$ cat src/rtl/isp_loader_pkg.sv
// rtl/isp_loader_pkg.sv - shared state encoding and constants for the ISP loader
package isp_loader_pkg;

    localparam int COUNT_WIDTH = 16;
    localparam logic [7:0] CHK_INIT = 8'h00;

    typedef enum logic [2:0] {
        IDLE     = 3'd0,
        COUNT_HI = 3'd1,
        DATA     = 3'd2,
        CHECK    = 3'd3,
        START    = 3'd4,
        DONE     = 3'd5,
        ERROR    = 3'd6
    } state_t;

endpackage

$ cat src/rtl/isp_word_assembler.sv
// rtl/isp_word_assembler.sv - little-endian byte-to-word assembly and write strobe
module isp_word_assembler #(
    parameter int DATA_WIDTH   = 32,
    parameter int ADDRESS_BITS = 10
) (
    input  logic                    clock,
    input  logic                    reset,
    input  logic                    clear,
    input  logic                    take,
    input  logic [7:0]              byte_data,
    input  logic [ADDRESS_BITS-1:0] word_index,
    output logic                    word_complete,
    output logic                    isp_write,
    output logic [DATA_WIDTH-1:0]   isp_data,
    output logic [ADDRESS_BITS-1:0] isp_address
);

    logic [1:0]  byte_count;
    logic [23:0] shift_q;

    // The fourth byte of a word completes it in the same cycle it is taken.
    assign word_complete = take && (byte_count == 2'd3);

    // Collect the three low bytes, then publish the full word with a one-cycle strobe.
    always_ff @(posedge clock) begin
        if (!reset) begin
            byte_count  <= 2'd0;
            shift_q     <= 24'h0;
            isp_write   <= 1'b0;
            isp_data    <= '0;
            isp_address <= '0;
        end else begin
            isp_write <= 1'b0;
            if (clear) begin
                byte_count <= 2'd0;
            end else if (take) begin
                case (byte_count)
                    2'd0: shift_q[7:0]   <= byte_data;
                    2'd1: shift_q[15:8]  <= byte_data;
                    2'd2: shift_q[23:16] <= byte_data;
                    default: begin
                        isp_data    <= {byte_data, shift_q};
                        isp_address <= word_index;
                        isp_write   <= 1'b1;
                    end
                endcase
                byte_count <= byte_count + 2'd1;
            end
        end
    end

endmodule

$ cat src/rtl/isp_loader.sv
// rtl/isp_loader.sv - framed byte-stream program loader driving the ISP port
module isp_loader
    import isp_loader_pkg::*;
#(
    parameter int DATA_WIDTH   = 32,
    parameter int ADDRESS_BITS = 10,
    parameter logic [ADDRESS_BITS-1:0] BOOT_ADDRESS = '0
) (
    input  logic                    clock,
    input  logic                    reset,
    input  logic                    in_valid,
    input  logic [7:0]              in_data,
    output logic                    in_ready,
    output logic [ADDRESS_BITS-1:0] isp_address,
    output logic [DATA_WIDTH-1:0]   isp_data,
    output logic                    isp_write,
    output logic                    core_hold,
    output logic                    start,
    output logic [ADDRESS_BITS-1:0] prog_address,
    output logic                    busy,
    output logic                    done,
    output logic                    error,
    output logic [ADDRESS_BITS:0]   words_loaded
);

    localparam logic [COUNT_WIDTH:0] MAX_WORDS = (COUNT_WIDTH+1)'(2**ADDRESS_BITS);

    state_t                 state_q;
    state_t                 state_d;
    logic [COUNT_WIDTH-1:0] count_q;
    logic [COUNT_WIDTH-1:0] count_n;
    logic [7:0]             chk_q;
    logic                   accept;
    logic                   frame_start;
    logic                   take;
    logic                   word_complete;
    logic                   last_word;

    assign accept      = in_valid && in_ready;
    assign frame_start = accept && (state_q == IDLE || state_q == DONE || state_q == ERROR);
    assign take        = accept && (state_q == DATA);
    assign count_n     = {in_data, count_q[7:0]};
    assign last_word   = word_complete &&
                         ((COUNT_WIDTH'(words_loaded) + COUNT_WIDTH'(1)) == count_q);

    // Status outputs are pure decodes of the state; DONE and ERROR persist until the next frame.
    assign in_ready     = (state_q != START);
    assign core_hold    = !(state_q == START || state_q == DONE);
    assign start        = (state_q == START);
    assign prog_address = BOOT_ADDRESS;
    assign busy         = (state_q == COUNT_HI || state_q == DATA ||
                           state_q == CHECK || state_q == START);
    assign done         = (state_q == DONE);
    assign error        = (state_q == ERROR);

    isp_word_assembler #(
        .DATA_WIDTH   (DATA_WIDTH),
        .ADDRESS_BITS (ADDRESS_BITS)
    ) u_assembler (
        .clock         (clock),
        .reset         (reset),
        .clear         (frame_start),
        .take          (take),
        .byte_data     (in_data),
        .word_index    (words_loaded[ADDRESS_BITS-1:0]),
        .word_complete (word_complete),
        .isp_write     (isp_write),
        .isp_data      (isp_data),
        .isp_address   (isp_address)
    );

    // State register.
    always_ff @(posedge clock) begin
        if (!reset) begin
            state_q <= IDLE;
        end else begin
            state_q <= state_d;
        end
    end

    // Frame sequencing: count bytes, data words, checksum, then start or error.
    always_comb begin
        state_d = state_q;
        case (state_q)
            IDLE, DONE, ERROR: if (accept) state_d = COUNT_HI;
            COUNT_HI: begin
                if (accept) begin
                    if ({1'b0, count_n} > MAX_WORDS) state_d = ERROR;
                    else if (count_n == '0)          state_d = CHECK;
                    else                             state_d = DATA;
                end
            end
            DATA:    if (last_word) state_d = CHECK;
            CHECK:   if (accept) state_d = (in_data == chk_q) ? START : ERROR;
            START:   state_d = DONE;
            default: state_d = IDLE;
        endcase
    end

    // Word count, running checksum and the progress counter.
    always_ff @(posedge clock) begin
        if (!reset) begin
            count_q      <= '0;
            chk_q        <= CHK_INIT;
            words_loaded <= '0;
        end else if (frame_start) begin
            count_q      <= {8'h00, in_data};
            chk_q        <= CHK_INIT ^ in_data;
            words_loaded <= '0;
        end else if (accept && state_q == COUNT_HI) begin
            count_q <= count_n;
            chk_q   <= chk_q ^ in_data;
        end else if (take) begin
            chk_q <= chk_q ^ in_data;
            if (word_complete) words_loaded <= words_loaded + 1'b1;
        end
    end

endmodule

$ cat config.mk
export PLATFORM = sky130hd
export DESIGN_NAME = isp_loader
export DESIGN_NICKNAME = d
export VERILOG_FILES = /design/src/rtl/isp_loader_pkg.sv /design/src/rtl/isp_word_assembler.sv /design/src/rtl/isp_loader.sv
export SDC_FILE = /design/constraint.sdc
export NUM_CORES = 1
export LEC_CHECK = 0
export ABC_AREA = 0
export BUFFER_PORTS_ARGS = -buffer_cell sky130_fd_sc_hd__buf_2
export CAP_MARGIN = 20
export CORE_ASPECT_RATIO = 1.25
export CORE_MARGIN = 2
export CORE_UTILIZATION = 51
export DETAILED_ROUTE_END_ITERATION = 10
export PLACE_DENSITY = 0.87
export SLEW_MARGIN = 10
export SYNTH_ARGS = -nofsm -noshare
export SYNTH_HDL_FRONTEND = slang
export SYNTH_HIERARCHICAL = 1
export SYNTH_SLANG_ARGS = --single-unit
$ cat constraint.sdc
create_clock -name clock -period 2.2 [get_ports clock]
set_input_delay 0.11 -clock clock [delete_from_list [all_inputs] [get_ports clock]]
set_output_delay 0.11 -clock clock [all_outputs]
set_load 0.05 [all_outputs]
==> impl_metrics.toml <==
[worst_setup_path]
rr_worst_depth = 8
cp.required_ps = 2420
reg2reg_to = "state_q[1]"
worst-path-stages = 8
endpoint_kind = "flop"
crit_family = "simple AND/OR/NAND/NOR gates"
r2r_setup_slack_ps = 60
critPathLaunchType = "flop"
cp.buffers_inverters = 0
crit_chain = "ha_1, and3_1, or4_1, o221ai_1, mux2i_1, nor4_4, a21oi_2, mux2i_1"
max_stage_delay_ps = 410
cp_common_cell = "mux2i_1"
cpMaxStageDelayCell = "or4_1"
critical_path_peak_fanout = 8
arrival_ps = 2360
crit_type = "flop to flop"
rr_startpoint = "words_loaded[0]"

[synthesis]
async_flop_share = 0
ys_ff_latch = 107
synth_cell_types = 51
syn_area_per_cell_um2 = 9.211
synth.cell_area_um2 = 5066
yosys.area_share.simple = 0.1998
synth_edf_count = 0
ys_seq_area_frac = 0.4228
synth_compound_area_frac = 0.06545
synth_xor_area_frac = 0.05359
synth_top_family_by_area = "simple AND/OR/NAND/NOR gates"
synthAdderAreaFrac = 0.01679
ys.flop_type = "dfxtp_1"
ys_warn_count = 6
syn_inst = 550
synthMuxAreaShare = 0.1699

[layout]
nFillCells = 781
multi_input_area_um2 = 2641
layout_commonest_cell = "nand2_1"
final_cell_mix = "107 x nand2_1, 103 x dfxtp_1, 86 x mux2i_1"
layout-drive-gt1-share = 0.2013
fin_nets = 633
layout.area.seq_um2 = 2152
n_antenna_cell = 0
layout.cells.non_filler = 747
syn2layout_area_growth_pct = 14.69

[grt]
grt_pass1_wl_um = 18080
grt_pass1_vias = 3681
antenna_found_initial = 0
overflow = 0
grt_max_degree = 44
grt_usage = 0.2124

[die]
die_h_um = 115.4
die_area_um2 = 10750
fp.dieW_um = 93.15
core_um2 = 9659
ioPinCount = 81
rows = 40
initial_utilization = 0.5245

[timing]
setup_viol = 0
drv_slew = 0
skew_ps = 9.638
tightest_slew_ps = 755.0
period_minus_slack_ps = 2141
post-route-period-util = 0.9731
whs_ps = 136.4
rsz0062_at_grt = "yes"
relSlewSlack = 0.4967
hold_violations = 0
max_freq_mhz = 467.1

[placed_design]
portBuffers = 70
gp_congestion = 0.8756
dpl.hpwl_um = 8037
dpl.cell_count = 731

[cts]
cts_resized = 0
root_buffer = "clkbuf_16"
clk_latency_ps = 350
clk_pin_slew_ps = 80
cts_tree = "built"
numClockSinks = 107
post_cts_buffers = 0
clockBufferDepth = 2
cts_hold_buffers = 0
numCtsBuffers = 9
cts-htree-levels = 3

[outcome]
outcome = "finished, final reports clean"

[detailed_routing]
dr.pass1.iters = 5
wl_per_cell_um = 15.07
ant_nets = 0
vias = 4006
wl_um = 11260
drtIter0Drc = 193
drcViolationCount = 0
viasPerCell = 5.363

[power_and_ir_drop]
ir_drop_mv = 0.5640
power_density_nw_per_um2 = 713.5
leakagePower_nw = 2.701
switchingPower_mw = 1.172
swShare = 0.2826
p_clk_frac = 0.382
seqPwrFrac = 0.488
internal-power_mw = 2.974
combPwrFrac = 0.130

[worst_hold_path]
whs_path_depth = 3
min_from = "in_data[4]"
holdPathEnd = "count_q[12]"
hold_class = "input port to flop"

[flow_run]
cap_viol_max_count = 0
Yosys cell counts (8+ instances only):
| master | number | area, µm² |
|---|---|---|
| a22oi_1 | 8 | 60.06 |
| a21oi_1 | 10 | 50.05 |
| buf_2 | 16 | 80.08 |
| nand3_1 | 10 | 50.05 |
| nor2b_1 | 19 | 118.9 |
| nand2_1 | 107 | 401.6 |
| inv_1 | 9 | 33.78 |
| mux2i_1 | 86 | 860.8 |
| nor2_1 | 34 | 127.6 |
| xnor2_1 | 23 | 201.4 |
| dfxtp_1 | 107 | 2142 |
| buf_4 | 11 | 82.58 |
| xor2_1 | 8 | 70.07 |
| clkbuf_1 | 10 | 37.54 |
| o21ai_0 | 13 | 65.06 |
| nor3_1 | 10 | 50.05 |
through the flow:
stage	area [µm²]	util	TNS, ps	setup slack (ps)	total power [mW]
finish	5811	0.6016	0	59.21	4.146
global route	5811	0.6016	-40.24	-35.35	4.310
CTS	5789	0.5994	0	56.31	4.163
detailed placement	5497	0.5690	0	87.03	2.599
global placement	5497	0.5690	0	132.4	2.583
floorplan	5136	-	0	1.773	2.486
metal layers:
layer | global-route usage | vias up | wire length, µm
met5 | 0 | - | 0
met4 | 0.07157 | 0 | 159
met3 | 0.03576 | 14 | 458
met2 | 0.3739 | 121 | 5753
met1 | 0.2647 | 1898 | 4883
li1 | - | 1973 | -
power by group through the flow:
stage / Combinational (mW) / Sequential, mW / Clock, mW
detailed placement: 0.530 / 2.07 / 0
finish: 0.538 / 2.02 / 1.58
CTS: 0.534 / 2.02 / 1.60
global route: 0.581 / 2.03 / 1.70
floorplan: 0.430 / 2.06 / 0
global placement: 0.517 / 2.07 / 0
state kept, by name (all words and copies together) (netlist names):
register,count
u_assembler/shift_q,24
state_q,3
u_assembler/isp_write,1
count_q,16
u_assembler/isp_address,10
u_assembler/isp_data,32
u_assembler/byte_count,2
words_loaded,11
chk_q,8
layout make-up:
class / count / area share
clock buffers: 9 / 0.03876
clock inverters: 7 / 0.01163
inverters: 9 / 0.005814
multi-input cells: 398 / 0.4546
flip-flops and latches: 107 / 0.3704
well taps: 126 / 0.02713
repair buffers: 91 / 0.09173
worst max-delay path by stage:
stage	start	end	slack, ps
6_report	words_loaded[0]	state_q[1]	60
5_1_grt	words_loaded[0]	state_q[1]	-40
4_1_cts	u_assembler/byte_count[0]	state_q[1]	60
3_5_place_dp	state_q[2]	state_q[1]	90
3_3_place_gp	words_loaded[0]	state_q[1]	130
2_1_floorplan	words_loaded[5]	state_q[0]	2
cells by family after synthesis:
family	Yosys count
AO/OA/AOI/OAI	51
multiplexers	86
buffers and inverters	54
AND/OR/NAND/NOR	213
other	1
XOR/XNOR	31
adder cells (fa/ha/maj)	7
flip-flops	107
worst reg2reg max path, delay by kind of cell (launching register included):
| family | cells | cell delay [ps] |
|---|---|---|
| adder cells (fa/ha/maj) | 1 | 210 |
| flip-flops | 1 | 380 |
| AND/OR/NAND/NOR | 3 | 950 |
| multiplexers | 2 | 280 |
| AO/OA/AOI/OAI | 2 | 200 |
(Power assumes the default switching activity.)
